$ cat src/rtl/sign_mag_add_pipe.sv
// Two-stage pipelined sign-magnitude adder/accumulator with valid/ready streams.
// Stage 1 holds the accepted beat; stage 2 is the output register.
module sign_mag_add_pipe #(
   parameter int unsigned N     = 4,
   parameter int unsigned CNT_W = 8
) (
   input  logic             clk,
   input  logic             rst_n,
   input  logic             in_valid,
   output logic             in_ready,
   input  logic [N-1:0]     a,
   input  logic [N-1:0]     b,
   input  logic             mode,
   input  logic             sat_en,
   input  logic             clear,
   output logic             out_valid,
   input  logic             out_ready,
   output logic [N-1:0]     sum,
   output logic             ovf,
   output logic             ovf_sticky,
   output logic [CNT_W-1:0] ovf_count
);
   localparam int unsigned M = N - 1;

   // Stage 1 beat
   logic         s1_valid_q, s1_valid_d;
   logic [N-1:0] s1_a_q, s1_a_d;
   logic [N-1:0] s1_b_q, s1_b_d;
   logic         s1_mode_q, s1_mode_d;
   logic         s1_sat_q, s1_sat_d;

   // Stage 2 / status
   logic             out_valid_q, out_valid_d;
   logic [N-1:0]     sum_q, sum_d;
   logic             ovf_q, ovf_d;
   logic [N-1:0]     acc_q, acc_d;
   logic             ovf_sticky_q, ovf_sticky_d;
   logic [CNT_W-1:0] ovf_count_q, ovf_count_d;

   logic s2_adv, s1_adv, in_fire;

   // Datapath
   logic [N-1:0] acc_eff, op_x, op_y;
   logic [M-1:0] mag_x, mag_y, res_mag;
   logic         sgn_x, sgn_y, res_sgn, res_ovf;
   logic [M:0]   mag_sum;
   logic [N-1:0] result;

   always_comb begin
      s2_adv   = !out_valid_q | out_ready;
      s1_adv   = s1_valid_q & s2_adv;
      in_ready = !s1_valid_q | s2_adv;
      in_fire  = in_valid & in_ready;
   end

   // A clear in the same cycle as an accumulate advance makes that beat start from zero.
   always_comb begin
      acc_eff = clear ? '0 : acc_q;
      op_x    = s1_mode_q ? acc_eff : s1_a_q;
      op_y    = s1_mode_q ? s1_a_q  : s1_b_q;
      mag_x   = op_x[M-1:0];
      mag_y   = op_y[M-1:0];
      // -0 is folded to +0 before the sign comparison
      sgn_x   = op_x[N-1] & (|mag_x);
      sgn_y   = op_y[N-1] & (|mag_y);
      mag_sum = {1'b0, mag_x} + {1'b0, mag_y};
      res_ovf = 1'b0;
      res_mag = '0;
      res_sgn = 1'b0;
      if (sgn_x == sgn_y) begin
         res_ovf = mag_sum[M];
         res_mag = (res_ovf && s1_sat_q) ? '1 : mag_sum[M-1:0];
         res_sgn = sgn_x;
      end else if (mag_x >= mag_y) begin
         res_mag = mag_x - mag_y;
         res_sgn = sgn_x;
      end else begin
         res_mag = mag_y - mag_x;
         res_sgn = sgn_y;
      end
      result = {res_sgn & (|res_mag), res_mag};
   end

   always_comb begin
      s1_valid_d = s1_valid_q;
      s1_a_d     = s1_a_q;
      s1_b_d     = s1_b_q;
      s1_mode_d  = s1_mode_q;
      s1_sat_d   = s1_sat_q;
      if (s1_adv) begin
         s1_valid_d = 1'b0;
      end
      if (in_fire) begin
         s1_valid_d = 1'b1;
         s1_a_d     = a;
         s1_b_d     = b;
         s1_mode_d  = mode;
         s1_sat_d   = sat_en;
      end
   end

   always_comb begin
      out_valid_d = out_valid_q;
      sum_d       = sum_q;
      ovf_d       = ovf_q;
      if (s2_adv) begin
         out_valid_d = s1_valid_q;
      end
      if (s1_adv) begin
         sum_d = result;
         ovf_d = res_ovf;
      end
   end

   always_comb begin
      acc_d        = clear ? '0 : acc_q;
      ovf_sticky_d = clear ? 1'b0 : ovf_sticky_q;
      ovf_count_d  = clear ? '0 : ovf_count_q;
      if (s1_adv && s1_mode_q) begin
         acc_d = result;
      end
      if (s1_adv && res_ovf) begin
         ovf_sticky_d = 1'b1;
         if (ovf_count_d != '1) begin
            ovf_count_d = ovf_count_d + CNT_W'(1);
         end
      end
   end

   always_ff @(posedge clk or negedge rst_n) begin
      if (!rst_n) begin
         s1_valid_q   <= 1'b0;
         s1_a_q       <= '0;
         s1_b_q       <= '0;
         s1_mode_q    <= 1'b0;
         s1_sat_q     <= 1'b0;
         out_valid_q  <= 1'b0;
         sum_q        <= '0;
         ovf_q        <= 1'b0;
         acc_q        <= '0;
         ovf_sticky_q <= 1'b0;
         ovf_count_q  <= '0;
      end else begin
         s1_valid_q   <= s1_valid_d;
         s1_a_q       <= s1_a_d;
         s1_b_q       <= s1_b_d;
         s1_mode_q    <= s1_mode_d;
         s1_sat_q     <= s1_sat_d;
         out_valid_q  <= out_valid_d;
         sum_q        <= sum_d;
         ovf_q        <= ovf_d;
         acc_q        <= acc_d;
         ovf_sticky_q <= ovf_sticky_d;
         ovf_count_q  <= ovf_count_d;
      end
   end

   assign out_valid  = out_valid_q;
   assign sum        = sum_q;
   assign ovf        = ovf_q;
   assign ovf_sticky = ovf_sticky_q;
   assign ovf_count  = ovf_count_q;

endmodule

$ cat config.mk
export PLATFORM = sky130hd
export DESIGN_NAME = sign_mag_add_pipe
export DESIGN_NICKNAME = d
export VERILOG_FILES = /design/src/rtl/sign_mag_add_pipe.sv
export SDC_FILE = /design/constraint.sdc
export NUM_CORES = 1
export LEC_CHECK = 0
export CAP_MARGIN = 20
export CELL_PAD_IN_SITES_DETAIL_PLACEMENT = 0
export CELL_PAD_IN_SITES_GLOBAL_PLACEMENT = 1
export CORE_MARGIN = 1
export CORE_UTILIZATION = 30
export CTS_BUF_LIST = sky130_fd_sc_hd__clkbuf_16
export CTS_CLUSTER_SIZE = 28
export DETAILED_ROUTE_END_ITERATION = 8
export GPL_TIMING_DRIVEN = 1
export PLACE_DENSITY = 0.69
export SYNTH_ARGS = -nofsm -noshare
export SYNTH_HDL_FRONTEND = slang
export SYNTH_SLANG_ARGS = --single-unit
$ cat constraint.sdc
create_clock -name clk -period 2.6 [get_ports clk]
set_input_delay 0.52 -clock clk [delete_from_list [all_inputs] [get_ports clk]]
set_output_delay 0.52 -clock clk [all_outputs]
set_load 0.1 [all_outputs]
# [Word-level counts from Yosys, hierarchy flattened]
# Index checks and enable logic that the tools add are counted.
[word_totals] wordCells=52 in_bits=15 register_bits=30
[op_classes] n_bitwise=7 add_sub_neg=4 reduce_logical=10 n_eq_ne=2 n_mux=17 order_cmp=1
[ops] operator="$mux W8" n=3
[ops] operator="$mux W4" n=4
[ops] operator="$mux W3" n=3
[ops] operator="$reduce_or A3 Y1" n=3
[ops] operator="$add A8 B1 Y8 const B" n=1
[ops] operator="$ne A8 B8 Y1 const B" n=1
[ops] operator="$mux W1" n=7
[ops] operator="$sub A3 B3 Y3" n=2
[ops] operator="$and A1 B1 Y1" n=5
[ops] operator="$add A3 B3 Y4" n=1
[ops] operator="$reduce_bool A2 Y1" n=2
[ops] operator="$ge A3 B3 Y1" n=1
[ops] operator="$logic_and A1 B1 Y1" n=3
[ops] operator="$logic_not A1 Y1" n=2
[ops] operator="$or A1 B1 Y1" n=2
[ops] operator="$eq A1 B1 Y1" n=1

# [Depth between registers and ports, before layout]
[logic_depth] depth_word=9 depth_mapped=12

# [Worst setup path before layout]
# Ideal clock, no wire load.
[synth_path] path_kind="register -> register" start="reg out_valid_q, in the netlist out_valid" end="reg s1_a_q[0]" path_slack_ps=-481 stages_incl_launch_ff=4 arrival_ps=2956 setup_ps=125 cell_sequence="dfrtp_1 nand3b_1 nand2_1 mux2_2"
[synth_between] elab_chain_len=4
[synth_lines] item="start: declaration" line="33" text="logic out_valid_q, out_valid_d;"
[synth_lines] item="start signal: assignment" line="149" text="out_valid_q <= out_valid_d;"
[synth_lines] item="$logic_not A1 Y1" line="50" text="s2_adv = !out_valid_q | out_ready;"
[synth_lines] item="$or A1 B1 Y1" line="50"
[synth_lines] item="$or A1 B1 Y1" line="52" text="in_ready = !s1_valid_q | s2_adv;"
[synth_lines] item="via in_ready" line="10" text="output logic in_ready,"
[synth_lines] item="$and A1 B1 Y1" line="53" text="in_fire = in_valid & in_ready;"
[synth_lines] item="end signal: assignment" line="133" text="s1_a_q <= '0;"
[synth_lines] item="end signal: assignment" line="145" text="s1_a_q <= s1_a_d;"
[synth_lines] item="end: declaration" line="27" text="logic [N-1:0] s1_a_q, s1_a_d;"
# The timed path passes the listed nets, and every way through them passes these cells.
# A chain may end at the register's enable or synchronous reset.

# [Final worst setup path]
[layout_path] start="reg s1_mode_q" end="reg acc_q[3]"
[layout_between] elab_chain_len=8 elab_cells_between_ends=21
[layout_lines] item="start: declaration" line="29" text="logic s1_mode_q, s1_mode_d;"
[layout_lines] item="start signal: assignment" line="147" text="s1_mode_q <= s1_mode_d;"
[layout_lines] item="$mux W4 (on tied branches)" line="59, 60"
[layout_lines] item="$add A3 B3 Y4, or another cell as far along" line="66" text="mag_sum = {1'b0, mag_x} + {1'b0, mag_y};"
[layout_lines] item="$logic_and A1 B1 Y1, or another cell as far along" line="72" text="res_mag = (res_ovf && s1_sat_q) ? '1 : mag_sum[M-1:0];"
[layout_lines] item="$mux W3 or $eq A1 B1 Y1 (tied branches)" line="72, 70"
[layout_lines] item="$mux W3" line="70" text="if (sgn_x == sgn_y) begin"
[layout_lines] item="$reduce_or A3 Y1" line="81" text="result = {res_sgn & (|res_mag), res_mag};"
[layout_lines] item="$and A1 B1 Y1" line="81"
[layout_lines] item="$mux W4 (*)" line="119" text="if (s1_adv && s1_mode_q) begin"
[layout_lines] item="via acc_d[3]" line="36" text="logic [N-1:0] acc_q, acc_d;"
[layout_lines] item="end signal: assignment" line="140" text="acc_q <= '0;"
[layout_lines] item="end signal: assignment" line="152" text="acc_q <= acc_d;"
[layout_lines] item="end: declaration" line="36"
# Mark *: on every way through the listed nets, which the timed path passes. The rest lies on a longest branch.

==> metrics.md <==
| Metric | Value |
|---|---|
| Status | complete, but fails checks |
| Failing checks | negative setup slack |
| Clk slew on worst S/H paths | 0.05 ns |
| Max incr delay on CP | around 0.56 ns |
| Gpl congestion | around 0.85 |
| RSZ-0062 raised after global routing | true |
| Leading area contributor after synthesis | dfrtp_1 |
| YS warnings | 0 |
| Fin. Hold Viols | 0 |
| Overall Power | 2.52 mW |
| Detailed Route Iter0 Violations | 48 |
| Largest cells by area after synthesis | dfrtp_1 (40%), mux2_2 (9.7%), ha_1 (6.0%), mux2i_1 (3.8%), fa_1 (3.2%) |
| Crit share post-route | 1.01 |
| Setup TNS | -0.0271 ns |
| Max stage delay cell, worst path | or4_4 |
| Filler cells | approximately 590 |
| Die extent in y | just over 80 um |
| Final wirelength | 4.25 mm |
| Core Area | 5960 um2 |
| WP data required | 2.74 ns |
| Critical Path Start Type | flip-flop |
| Root Buffer Master | clkbuf_16 |
| I/O pin count | 31 |
| Worst-Margin Slew | 0.405 ns |
| Tmin final | 2.62 ns |
| Sequential area share after synthesis | 0.402 |
| Post-synth top area share | 0.402 |
| Crit Path Max Fanout | 6 |
| I/O Buffers | 30 |
| Initial Utilization | 0.313 |
| Setup Slack @ Placement | -0.643 ns |
| Pin count of the biggest net entering global routing | 31 |
| Depth of the CTS H-tree | 2 |
| Overall Global Routing Usage | 0.140 |
| CTS sink cnt | 30 |
| Asr flop ratio synth | 1.00 |
| Initial antenna violation count | 0 |
| Remaining antenna violation count after routing | 0 |
| DRC Markers | 0 |
| WS Path Type | flip-flop to flip-flop |
| Syn avg cell area | 10.8 um2 |
| Leakage power total | roughly 1.2 nW |
| Max VDD drop | between 400 and 500 uV |
| Vias in the first global route | 1,427 |
| Longest Clk Path Bufs | 2 |
| Flops & latches, synth | 30 |
| Slew HR | 0.726 |
| Layout Nets | 266 |
| Synth-to-Final Area Change | 44.4% |
| Net load switching power | 1.06 mW |
| Via density | 4.74 |
| Gate power share | 0.541 |
| Placed wire-length estimate | 3.29 mm |
| Hold Slack | between 0.4 and 0.5 ns |
| Setup violations, final | 2 |
| Netlist cell types | 44 |
| Internal power | between 1 and 1.5 mW |
| Sequential share of power | 0.248 |
| Max-capacitance violation count | 0 |
| Clock skew | approximately 0.0057 ns |
| Clk pwr share | 0.211 |
| Critical path, cell by cell | mux2_4 > ha_4 > inv_2 > fa_2 > nand2b_4 > or4_4 > a31o_4 > and3_4 > nor3_4 > mux2i_1 |
| FF-to-FF setup slack | -0.02 ns |
| Core Rows | 28 |
| Mapped Cells | 173 |
| Slew Viols, Final | 0 |
| Antenna cells | 0 |
| Dominant synthesized flop cell | dfrtp_1 |
| Layout cell share with drive strength beyond 1 | 0.396 |
| Die area | 6540 um2 |
| Hold WC Path Type | flip-flop to flip-flop |
| DR WL/cell | 13.5 um |
| P per Cell Area | 936 nW/um2 |
| Largest delay share family, worst path | simple AND/OR/NAND/NOR gates |
| Sw frac | 0.421 |
| Critical Path AT | between 2 and 3 ns |
| Post-CTS Hold Fix Bufs | 0 |
| CTS tree | yes |
| DRT Pass-1 Iters | 5 |
| Buffers and inverters on the worst path | 1 |
| Die width | 80.9 um |
| Syn Std Cell Area | 1870 um2 |
| Peak Freq | approximately 380 MHz |
| First-pass GRT wire length | about 6.8 mm |
| Endpoint class of the critical path | flip-flop |
| GRT overflow | 0 |
| Final setup margin | -0.0192 ns |
| Mapped Nets | 200 |
| Via count | ~1,500 |
| Clk_lat worst skew | 0.27 ns |
| Total CTS buffers | 5 |
| Post-synth EDFFs | 0 |
==> flip-flops by register name, indices dropped and copies added, names as in the netlist <==
name	flops
s1_a_q	4
ovf_sticky	1
s1_b_q	4
s1_mode_q	1
out_valid	1
ovf	1
acc_q	4
sum	4
ovf_count	8
s1_valid_q	1
s1_sat_q	1
==> synth_stat cells, drive strengths merged (3+ instances only) <==
library cell	instances
ha	9
nand4	4
o21ai	9
dfrtp	30
nor2	5
nor3	4
nor2b	8
fa	3
inv	12
and3	3
mux2i	7
xnor2	3
mux2	19
nand2b	8
a21oi	3
nand3	5
nand3b	3
nand2	11
==> worst paths after layout <==
kind,start,depth (start not counted),end
worst max-delay path,s1_mode_q,10,acc_q[3]
worst min-delay path,sum[0],2,sum[0]
worst max register to register,s1_mode_q,10,acc_q[3]
worst min register to register,sum[0],2,sum[0]
max in group asynchronous,rst_n,2,s1_mode_q
min in group asynchronous,rst_n,2,ovf_sticky
==> cell type report <==
| type | count | area, um2 | share of cell area |
|---|---|---|---|
| multi-input cells | 128 | 1160 | 0.431 |
| flip-flops and latches | 30 | 753 | 0.279 |
| repair buffers | 62 | 505 | 0.187 |
| clock buffers | 5 | 125 | 0.0464 |
| well taps | 75 | 93.8 | 0.0348 |
| inverters | 12 | 45.0 | 0.0167 |
| clock inverters | 3 | 11.3 | 0.00418 |
==> per-layer routing <==
| layer | wire [um] | vias up | track usage |
|---|---|---|---|
| met5 | 0 | - | 0 |
| met4 | 22 | 0 | 0.0375 |
| met3 | 192 | 4 | 0.0337 |
| met2 | 2190 | 35 | 0.251 |
| met1 | 1840 | 702 | 0.164 |
| li1 | - | 751 | - |
==> cells by family after synthesis <==
group	after synthesis	share of synthesized area
and+or+nand+nor	58	0.178
DFF	30	0.402
AOI/OAI and AO/OA	28	0.111
muxes	26	0.158
buffers and inverters	15	0.0348
adders and majority gates	12	0.0925
xor gates and xnor gates	4	0.0228
==> per-stage QoR <==
step                instance area (um2)  std cells   util
floorplan                          1910        173      -
global placement                   2440        301  0.411
detailed placement                 2440        301  0.411
CTS                                2590        309  0.435
global route                       2700        315  0.453
finish                             2700        315  0.453
==> repair_timing <==
item	CTS	global route
gates resized for setup	4	16
pin swaps	0	6
setup endpoints to repair	15	2
setup buffers	0	6
hold endpoints to repair	0	0
==> power by group through the flow <==
stage | Sequential, mW | Combinational [mW] | Clock, mW
after CTS | 0.630 | 1.27 | 0.553
final | 0.627 | 1.36 | 0.532
after global placement | 0.639 | 1.25 | 0
after detailed placement | 0.636 | 1.26 | 0
after global routing | 0.640 | 1.47 | 0.575
after floorplan | 0.942 | 0.594 | 0
==> worst min-delay path: cells and delay by family, from the launching register on <==
kind	cells	cell delay (ns)
AOI/OAI and AO/OA	1	0.06
DFF	1	0.33
and+or+nand+nor	1	0.04
==> placed cells by master (no fill, tap or decap), types with 3 or more instances in the layout <==
cell type,n
a21oi_1,3
buf_4,46
clkbuf_16,5
clkdlybuf4s50_1,13
clkinv_1,3
dfrtp_1,28
ha_1,6
inv_1,10
mux2_2,14
mux2_4,5
mux2i_1,6
nand2_1,10
nand2b_1,7
nand3_1,5
nand3b_1,3
nand4_1,3
nor2_1,5
nor2b_1,7
nor3_1,3
o21ai_0,6
o21ai_1,3
Power figures use the tool's default switching activity.
